--- config.mk ---
export PLATFORM = sky130hd
export DESIGN_NAME = time_of_day_counter_flat
export DESIGN_NICKNAME = d
export VERILOG_FILES = /design/src/rtl/clock_pkg.sv /design/src/rtl/time_of_day_counter_if.sv /design/src/rtl/bcd2_counter.sv /design/src/rtl/time_of_day_counter.sv /design/src/flat_wrapper.sv
export SDC_FILE = /design/constraint.sdc
export NUM_CORES = 1
export LEC_CHECK = 0
export CORE_UTILIZATION = 52
export DETAILED_ROUTE_END_ITERATION = 10
export GPL_ROUTABILITY_DRIVEN = 0
export PLACE_DENSITY = 0.83
export SETUP_SLACK_MARGIN = 0.02
export SYNTH_ARGS = -nofsm -noshare
export SYNTH_HDL_FRONTEND = slang
export SYNTH_SLANG_ARGS = --single-unit
--- constraint.sdc ---
create_clock -name clk_in -period 4.9 [get_ports clk_in]
set_input_delay 0.49 -clock clk_in [delete_from_list [all_inputs] [get_ports clk_in]]
set_output_delay 0.49 -clock clk_in [all_outputs]
set_load 0.01 [all_outputs]
--- src/rtl/clock_pkg.sv ---
// Shared types and constants for the 24h clock time-of-day datapath.
// The helper converts a small binary constant into its two-digit BCD form.
package clock_pkg;

    typedef enum logic [1:0] {
        RUN      = 2'd0,
        SET_HOUR = 2'd1,
        SET_MIN  = 2'd2
    } mode_e;

    typedef logic [7:0] bcd2_t;

    localparam int DEFAULT_HOURS_MOD   = 24;
    localparam int DEFAULT_MINUTES_MOD = 60;

    function automatic bcd2_t to_bcd2(input int unsigned v);
        return {4'(v / 10), 4'(v % 10)};
    endfunction

endpackage

--- src/rtl/time_of_day_counter_if.sv ---
// Bus between the tick/button sources and the time-of-day counter.
// master drives ticks and buttons; slave is the counter presenting the display values.
interface time_of_day_counter_if;

    logic                  tick_s;
    logic                  tick_hs;
    logic                  btn_mode;
    logic                  btn_inc;
    clock_pkg::bcd2_t      h_bcd;
    clock_pkg::bcd2_t      m_bcd;
    clock_pkg::bcd2_t      s_bcd;
    logic [5:0]            digit_en;
    clock_pkg::mode_e      mode;

    modport master (
        output tick_s, tick_hs, btn_mode, btn_inc,
        input  h_bcd, m_bcd, s_bcd, digit_en, mode
    );

    modport slave (
        input  tick_s, tick_hs, btn_mode, btn_inc,
        output h_bcd, m_bcd, s_bcd, digit_en, mode
    );

endinterface

--- src/rtl/bcd2_counter.sv ---
// Two-digit BCD counter wrapping at MOD-1 -> 00.
// wrap is combinational so the next stage can advance in the same cycle.
module bcd2_counter
    import clock_pkg::*;
#(
    parameter int MOD = 60
) (
    input  logic  clk_in,
    input  logic  rst,
    input  logic  inc,
    input  logic  clr,
    output bcd2_t value,
    output logic  wrap
);

    localparam bcd2_t LAST = to_bcd2(MOD - 1);

    assign wrap = inc && (value == LAST);

    always_ff @(posedge clk_in) begin
        if (rst || clr) begin
            value <= 8'h00;
        end else if (inc) begin
            if (wrap) begin
                value <= 8'h00;
            end else if (value[3:0] == 4'd9) begin
                value <= {value[7:4] + 4'd1, 4'd0};
            end else begin
                value <= {value[7:4], value[3:0] + 4'd1};
            end
        end
    end

endmodule

--- src/rtl/time_of_day_counter.sv ---
// Hours:minutes:seconds keeper with a button-driven set mode and blinking field enables.
// Carries ripple combinationally through the three counters, so a full rollover lands in one cycle.
module time_of_day_counter
    import clock_pkg::*;
#(
    parameter int HOURS_MOD   = DEFAULT_HOURS_MOD,
    parameter int MINUTES_MOD = DEFAULT_MINUTES_MOD
) (
    input  logic                  clk_in,
    input  logic                  rst,
    time_of_day_counter_if.slave  bus
);

    mode_e      mode_q;
    mode_e      next_mode;
    logic       phase_q;
    logic       next_phase;
    logic [5:0] digit_en_q;
    logic [5:0] next_digit_en;
    logic       mode_prev_q;
    logic       inc_prev_q;

    logic       mode_press;
    logic       inc_press;
    logic       run;
    logic       sec_inc, sec_clr, sec_wrap;
    logic       min_inc, min_wrap;
    logic       hr_inc, hr_wrap_unused;
    bcd2_t      sec_val, min_val, hr_val;

    // A mode press wins over a simultaneous inc press.
    assign mode_press = bus.btn_mode & ~mode_prev_q;
    assign inc_press  = bus.btn_inc & ~inc_prev_q & ~mode_press;
    assign run        = (mode_q == RUN);

    assign sec_inc = run & bus.tick_s;
    assign sec_clr = (run & mode_press) | (mode_q == SET_HOUR);
    assign min_inc = run ? sec_wrap : ((mode_q == SET_MIN) & inc_press);
    assign hr_inc  = run ? min_wrap : ((mode_q == SET_HOUR) & inc_press);

    always_comb begin
        next_mode = RUN;
        case (mode_q)
            RUN:      next_mode = mode_press ? SET_HOUR : RUN;
            SET_HOUR: next_mode = mode_press ? SET_MIN  : SET_HOUR;
            SET_MIN:  next_mode = mode_press ? RUN      : SET_MIN;
            default:  next_mode = RUN;
        endcase
    end

    // Phase restarts on any mode change so the newly selected field is lit at once.
    always_comb begin
        next_phase = phase_q;
        if (next_mode != mode_q) begin
            next_phase = 1'b0;
        end else if (bus.tick_hs) begin
            next_phase = ~phase_q;
        end
        next_digit_en = 6'h3F;
        if (next_mode == SET_HOUR) begin
            next_digit_en[5:4] = {2{~next_phase}};
        end else if (next_mode == SET_MIN) begin
            next_digit_en[3:2] = {2{~next_phase}};
        end
    end

    always_ff @(posedge clk_in) begin
        if (rst) begin
            mode_q     <= RUN;
            phase_q    <= 1'b0;
            digit_en_q <= 6'h3F;
        end else begin
            mode_q     <= next_mode;
            phase_q    <= next_phase;
            digit_en_q <= next_digit_en;
        end
    end

    // Edge-detect history follows the button levels even during reset, so a
    // button still held when reset is released does not register as a press.
    always_ff @(posedge clk_in) begin
        mode_prev_q <= bus.btn_mode;
        inc_prev_q  <= bus.btn_inc;
    end

    bcd2_counter #(.MOD(MINUTES_MOD)) u_sec (
        .clk_in (clk_in),
        .rst    (rst),
        .inc    (sec_inc),
        .clr    (sec_clr),
        .value  (sec_val),
        .wrap   (sec_wrap)
    );

    bcd2_counter #(.MOD(MINUTES_MOD)) u_min (
        .clk_in (clk_in),
        .rst    (rst),
        .inc    (min_inc),
        .clr    (1'b0),
        .value  (min_val),
        .wrap   (min_wrap)
    );

    bcd2_counter #(.MOD(HOURS_MOD)) u_hr (
        .clk_in (clk_in),
        .rst    (rst),
        .inc    (hr_inc),
        .clr    (1'b0),
        .value  (hr_val),
        .wrap   (hr_wrap_unused)
    );

    assign bus.h_bcd    = hr_val;
    assign bus.m_bcd    = min_val;
    assign bus.s_bcd    = sec_val;
    assign bus.digit_en = digit_en_q;
    assign bus.mode     = mode_q;

endmodule

--- src/flat_wrapper.sv ---
// flat-port wrapper written by rule: the top's interface ports become plain ports
module time_of_day_counter_flat import clock_pkg::*;
#(
    parameter int HOURS_MOD   = DEFAULT_HOURS_MOD,
    parameter int MINUTES_MOD = DEFAULT_MINUTES_MOD
)
  (clk_in, rst, bus_tick_s, bus_tick_hs, bus_btn_mode, bus_btn_inc, bus_h_bcd, bus_m_bcd, bus_s_bcd, bus_digit_en, bus_mode);
  time_of_day_counter_if bus_i ();
  input  logic clk_in;
  input  logic rst;
  input wire logic [$bits(bus_i.tick_s)-1:0] bus_tick_s;
  input wire logic [$bits(bus_i.tick_hs)-1:0] bus_tick_hs;
  input wire logic [$bits(bus_i.btn_mode)-1:0] bus_btn_mode;
  input wire logic [$bits(bus_i.btn_inc)-1:0] bus_btn_inc;
  output wire logic [$bits(bus_i.h_bcd)-1:0] bus_h_bcd;
  output wire logic [$bits(bus_i.m_bcd)-1:0] bus_m_bcd;
  output wire logic [$bits(bus_i.s_bcd)-1:0] bus_s_bcd;
  output wire logic [$bits(bus_i.digit_en)-1:0] bus_digit_en;
  output wire logic [$bits(bus_i.mode)-1:0] bus_mode;
  assign bus_i.tick_s = bus_tick_s;
  assign bus_i.tick_hs = bus_tick_hs;
  assign bus_i.btn_mode = bus_btn_mode;
  assign bus_i.btn_inc = bus_btn_inc;
  assign bus_h_bcd = bus_i.h_bcd;
  assign bus_m_bcd = bus_i.m_bcd;
  assign bus_s_bcd = bus_i.s_bcd;
  assign bus_digit_en = bus_i.digit_en;
  assign bus_mode = bus_i.mode;
  time_of_day_counter #(.HOURS_MOD(HOURS_MOD), .MINUTES_MOD(MINUTES_MOD)) u_core (.clk_in(clk_in), .rst(rst), .bus(bus_i));
endmodule
# Word level (Yosys, flattened, before mapping)
# Index checks and enable logic that the tools add are counted.
# classes
add_sub_neg	6
multipliers	0
n_div	0
n_lt_le_gt_ge	0
n_eq_ne	11
shifts	0
mux	14
n_bitwise	15
reduce_logical	13
# ops
cell	count
two-way mux 8 bit	6
adder 4 x 1 -> 4 bit (second input constant)	6
equality test 8 x 7 -> 1 bit (second input constant)	2
equality test 4 bit (second input constant)	3
equality test 8 x 6 -> 1 bit (second input constant)	1
AND 1 bit	7
NOT 1 bit	7
case mux 2 bit (3 select lines)	1
AND reduction 2 bit	3
nonzero test 2 bit	3
two-way mux 1 bit	5
equality test 2 x 1 -> 1 bit (second input constant)	2
equality test 2 bit (second input constant)	2
two-way mux 2 bit	2
logical AND 1 bit	3
OR reduction 3 bit	1
logical NOT 2 bit	1
inequality test 2 bit	1
OR reduction 2 bit	1
logical OR 1 bit	1
bitwise OR 1 bit	1
# word_totals
register_bits	33
latch_bits	0
mem_bits_rw	0
romBits	0
input_bits	6
output_inout_bits	32
word_cells	72
n_memories	0

# Longest topological paths before layout
# depth
depth_word	11
ltp_mapped	8

# Cells and area by module
# A second synthesis with hierarchy kept.
# unflattened
hier_cells	169
area_unflattened_um2	1630.3
# by_module_without_submodules
module	n_inst	cells_each	area_each_um2	seq_area_each_um2
bcd2_counter (u_core.u_min ...)	2	44	427.9	160.2
bcd2_counter (u_core.u_hr)	1	49	450.4	160.2
time_of_day_counter	1	32	324.1	140.1

# Worst setup path before layout
# No wires, ideal clock.
# synth_path
kind	register -> register
start	reg u_core.u_sec.value[0]
end	reg u_core.u_hr.value[7]
arrival_time_ns	1.767
required_time_ns	4.826
setup_slack_ns	3.059
stages_incl_launch_ff	7
n_path_buf	0
cell_sequence	dfxtp_1 -> ha_1 -> and3b_1 -> and3_1 -> a31oi_2 -> or4_1 -> a31oi_1
# synth_between
elab_chain_len	8
elab_cells_between_ends	9
classes_between	eq/ne: 1; mux: 3; reduce/logical: 5
# synth_rtl
element	line	rtl
start: declaration	bcd2_counter.sv:12	output bcd2_t value,
start signal: assignment	bcd2_counter.sv:27	value <= {value[7:4] + 4'd1, 4'd0};
start signal: assignment	bcd2_counter.sv:29	value <= {value[7:4], value[3:0] + 4'd1};
equality test 8 x 7 -> 1 bit (*)	bcd2_counter.sv:18	assign wrap = inc && (value == LAST);
logical AND 1 bit (*)	bcd2_counter.sv:18	
two-way mux 1 bit (*)	time_of_day_counter.sv:38	assign min_inc = run ? sec_wrap : ((mode_q == SET_MIN) & inc_press);
logical AND 1 bit (*)	bcd2_counter.sv:18	
two-way mux 1 bit (*)	time_of_day_counter.sv:39	assign hr_inc = run ? min_wrap : ((mode_q == SET_HOUR) & inc_press);
logical AND 1 bit	bcd2_counter.sv:18	
nonzero test 2 bit (no line)	n/a	
AND reduction 2 bit (no line)	n/a	
end signal: assignment	bcd2_counter.sv:27	
end signal: assignment	bcd2_counter.sv:29	
end: declaration	bcd2_counter.sv:12	
# Every way passes the cells marked *; elsewhere a longest branch is shown, timed or not.
# A chain may end at the register's enable or synchronous reset.

# Final worst setup path
# layout_path
start	in bus_tick_s
end	reg u_core.u_hr.value[7]
# layout_between
elab_chain_len	8
elab_cells_between_ends	9
classes_between	mux: 3; bitwise: 1; reduce/logical: 5
# layout_rtl
element	line	rtl
start: declaration	flat_wrapper.sv:11	input wire logic [$bits(bus_i.tick_s)-1:0] bus_tick_s;
AND 1 bit (*)	time_of_day_counter.sv:36	assign sec_inc = run & bus.tick_s;
logical AND 1 bit (*)	bcd2_counter.sv:18	
two-way mux 1 bit (*)	time_of_day_counter.sv:38	
logical AND 1 bit (*)	bcd2_counter.sv:18	
two-way mux 1 bit (*)	time_of_day_counter.sv:39	
logical AND 1 bit	bcd2_counter.sv:18	
nonzero test 2 bit (no line)	n/a	
AND reduction 2 bit (no line)	n/a	
# Marked as above.

==> results.md <==
* Int Pwr at 0.000329 W
* Worst-skew pair later-pin latency at 330 ps
* Num CTS Buffers at 5
* Clock transition at path regs at 90 ps
* CTS Hold Bufs at 0
* Final hold violations at 0
* H-tree depth at 2
* DR DRC count at 8
* Setup TNS at 0 ps
* Required @ worst endpoint at 5140 ps
* MaxCap Viol Count at 0
* Post-route core utilization at 0.692
* PortBufs at 35
* Full die area at 3220 um^2
* Ys flop type: dfxtp_1
* Slowest cell on the critical path: or4_1
* Area of the core at 2810 um^2
* Synth Area per Inst at 8.97 um^2
* Layout cells sized above 1 at 0.0529
* Sw Pwr at 0.000106 W
* Clk_skew at 8.73 ps
* Hold slack final at 522 ps
* Post-Route WL at 3.16 mm
* Minimum clock period at 2180 ps
* Worst path arrival time at 2420 ps
* Avg WL per Cell at 13.2 um
* Critical-path cell list: clkdlybuf4s50_1, nor3b_4, and3_1, a31oi_2, or4_1, a31oi_1
* First-pass detailed-route iteration total at 7
* Clock Tree Buf Depth at 2
* 1st-iter DRT viols at 42
* Setup CP Type: input port to flip-flop
* Post-synthesis mux area share at 0.0257
* Initial antenna violation count at 0
* Die height at 56.8 um
* Area delta synth->final at 24.4%
* Adder-Cell Fraction of Synth Area at 0.0962
* Area share of and/or/nand/nor cells after synthesis at 0.259
* Largest net degree at the start of global routing at 22
* Leak at 0.721 nW
* Buffers & Inverters on Critical Path at 1
* Nets@finish at 225
* Sequential share of the synthesized area at 0.398
* Ys async rst share at 0
* Count of final max-slew check failures at 0
* Vias in the first global route at 1,209
* Relative slew slack at 0.521
* FP Rows at 19
* PnR worst setup slack at 2720 ps
* CTS tree: done
* Critical path's largest stage delay at 570 ps
* Final setup vio count at 0
* Cells after Synth at 174
* Status: finished, violations left
* Clock network power share at 0.320
* Power per cell area at 224 nW/um^2
* Initial Util at 0.556
* Final worst-path cycle share at 0.445
* PostCTS Resize Cnt at 0
* First-pass GRT wire length at 5.36 mm
* Ant diodes at 0
* DRT antenna net count at 0
* Setup Buffers After CTS at 0
* Yosys warns at 0
* Vias at 1,332
* Failing checks: design-rule violations
* Post-route cell area at 1940 um^2
* Pre-CTS setup slack at 2340 ps
* Die Wd at 56.8 um
* Worst hold path class: flip-flop to flip-flop
* CP max FO at 16
* Peak supply drop at 148 uV
* Seq pwr share at 0.602
* Post-synthesis cell area at 1560 um^2
* Slew @ Worst Pin at 716 ps
* Critical path launch point type: input port
* Area after DPL at 1890 um^2
* Switching Fraction at 0.244
* Total Routing Usage GR at 0.217
* RSZ-0062 raised after global routing: no
* Yosys cell types at 40
* Post-DP HPWL at 2.31 mm
* Remaining Overflow, GRT at 0
* Synth Register Bits at 31
* EDFF count, synth at 0
* Vias per Instance at 5.57
* Top Ports at 38
* Compound-Gate Fraction of Synth Area at 0.111
* Largest family of logic cells by synthesized area: simple AND/OR/NAND/NOR gates
* Root Driver: clkbuf_4
* CTS Sinks at 31
* Crit. End Element: flip-flop
* Crit-path leading delay family: simple AND/OR/NAND/NOR gates
* F_max at 458 MHz
* Combinational Power Share at 0.078
* Xor-xnor portion of the synthesized cell area at 0.0505
## final timing paths
check | startpoint | endpoint | slack [ps] | cells after the start
min reg2reg | u_core.u_hr.value[1]$_SDFFE_PP0P_ | u_core.u_hr.value[1]$_SDFFE_PP0P_ | 520 | 2
min | u_core.u_hr.value[1]$_SDFFE_PP0P_ | u_core.u_hr.value[1]$_SDFFE_PP0P_ | 520 | 2
max | bus_tick_s | u_core.u_hr.value[7]$_SDFFE_PP0P_ | 2720 | 6
max reg2reg | u_core.u_sec.value[0]$_SDFFE_PP0P_ | u_core.u_hr.value[7]$_SDFFE_PP0P_ | 2730 | 6
## cell families (layout without fill, tap and decap cells)
kind of cell / Yosys count / after routing
flops: 31 / 31
fa+ha+maj: 12 / 12
mux: 4 / 4
buf+inv: 17 / 50
other cells: 1 / 2
compound gates: 28 / 28
xor+xnor: 9 / 9
simple gates: 72 / 72
## layer usage
layer	vias to the layer above	part of all wire	track usage
li1	668	-	-
met1	629	0.46	0.256
met2	27	0.47	0.357
met3	8	0.045	0.0714
met4	0	0.019	0.0976
met5	-	0	0
## power by group through the flow
stage / logic (W) / clock network, W / registers, W
2_1_floorplan: 0.0000232 / 0 / 0.000266
3_3_place_gp: 0.0000326 / 0 / 0.000267
3_5_place_dp: 0.0000333 / 0 / 0.000268
4_1_cts: 0.0000339 / 0.000142 / 0.000262
5_1_grt: 0.0000377 / 0.000155 / 0.000262
6_report: 0.0000340 / 0.000139 / 0.000262
## per-stage QoR
step           total power [W]  cells
5_1_grt               0.000455    239
4_1_cts               0.000438    239
2_1_floorplan         0.000289    175
3_3_place_gp          0.000300    231
3_5_place_dp          0.000301    231
6_report              0.000435    239
## area by class of cell
| cell class | count | area, um^2 |
|---|---|---|
| clock buffer | 7 | 45.0 |
| clock inverter | 1 | 5.00 |
| fill | 221 | 865 |
| inverter | 7 | 26.3 |
| multi-input combinational | 127 | 855 |
| sequential | 31 | 621 |
| tap | 31 | 38.8 |
| timing repair buffer | 35 | 350 |
## cells in the final DEF (no fill, tap or decap), drive strengths merged, types with 2 or more instances in the layout
master / n
clkdlybuf4s50: 35
dfxtp: 31
nor2: 16
a21oi: 13
nand2: 12
ha: 12
nor3: 9
inv: 7
clkbuf: 7
xnor2: 6
o21ai: 6
or3: 6
nand3: 5
mux2i: 4
and3b: 3
nand4: 3
xor2: 3
nor2b: 3
nand3b: 3
a31oi: 3
and2: 2
nand2b: 2
a2111oi: 2
conb: 2
or3b: 2
## state kept, by name, summed over array words and instances, names as in the netlist
name,count
u_core.mode_prev_q,1
u_core.u_sec.value,8
u_core.phase_q,1
u_core.inc_prev_q,1
u_core.bus.digit_en,2
u_core.u_hr.value,8
u_core.bus.mode,2
u_core.u_min.value,8
## synth_stat cells (all sizes together), types with 2 or more instances
master / count / area, um^2
a21oi: 13 / 68.8
or3: 6 / 37.5
nand2: 12 / 45.0
o21ai: 6 / 30.0
nor2b: 3 / 18.8
dfxtp: 31 / 621
nand4: 3 / 18.8
a31oi: 3 / 25.0
and2: 2 / 12.5
xor2: 3 / 26.3
nor3: 9 / 45.0
buf: 7 / 51.3
a2111oi: 2 / 17.5
mux2i: 4 / 40.0
nand3b: 3 / 22.5
clkbuf: 3 / 11.3
ha: 12 / 150
nand2b: 2 / 12.5
nand3: 5 / 25.0
xnor2: 6 / 52.6
and3b: 3 / 26.3
or3b: 2 / 17.5
nor2: 16 / 60.1
inv: 7 / 26.3
## worst register-to-register path, cell delays in order (launching register included)
cell     delay (ps)
dfxtp_1         440
ha_1            190
and3b_1         260
and3_1          200
a31oi_2         240
or4_1           570
a31oi_1         180
Note: power is estimated with default switching activity, not from simulation.
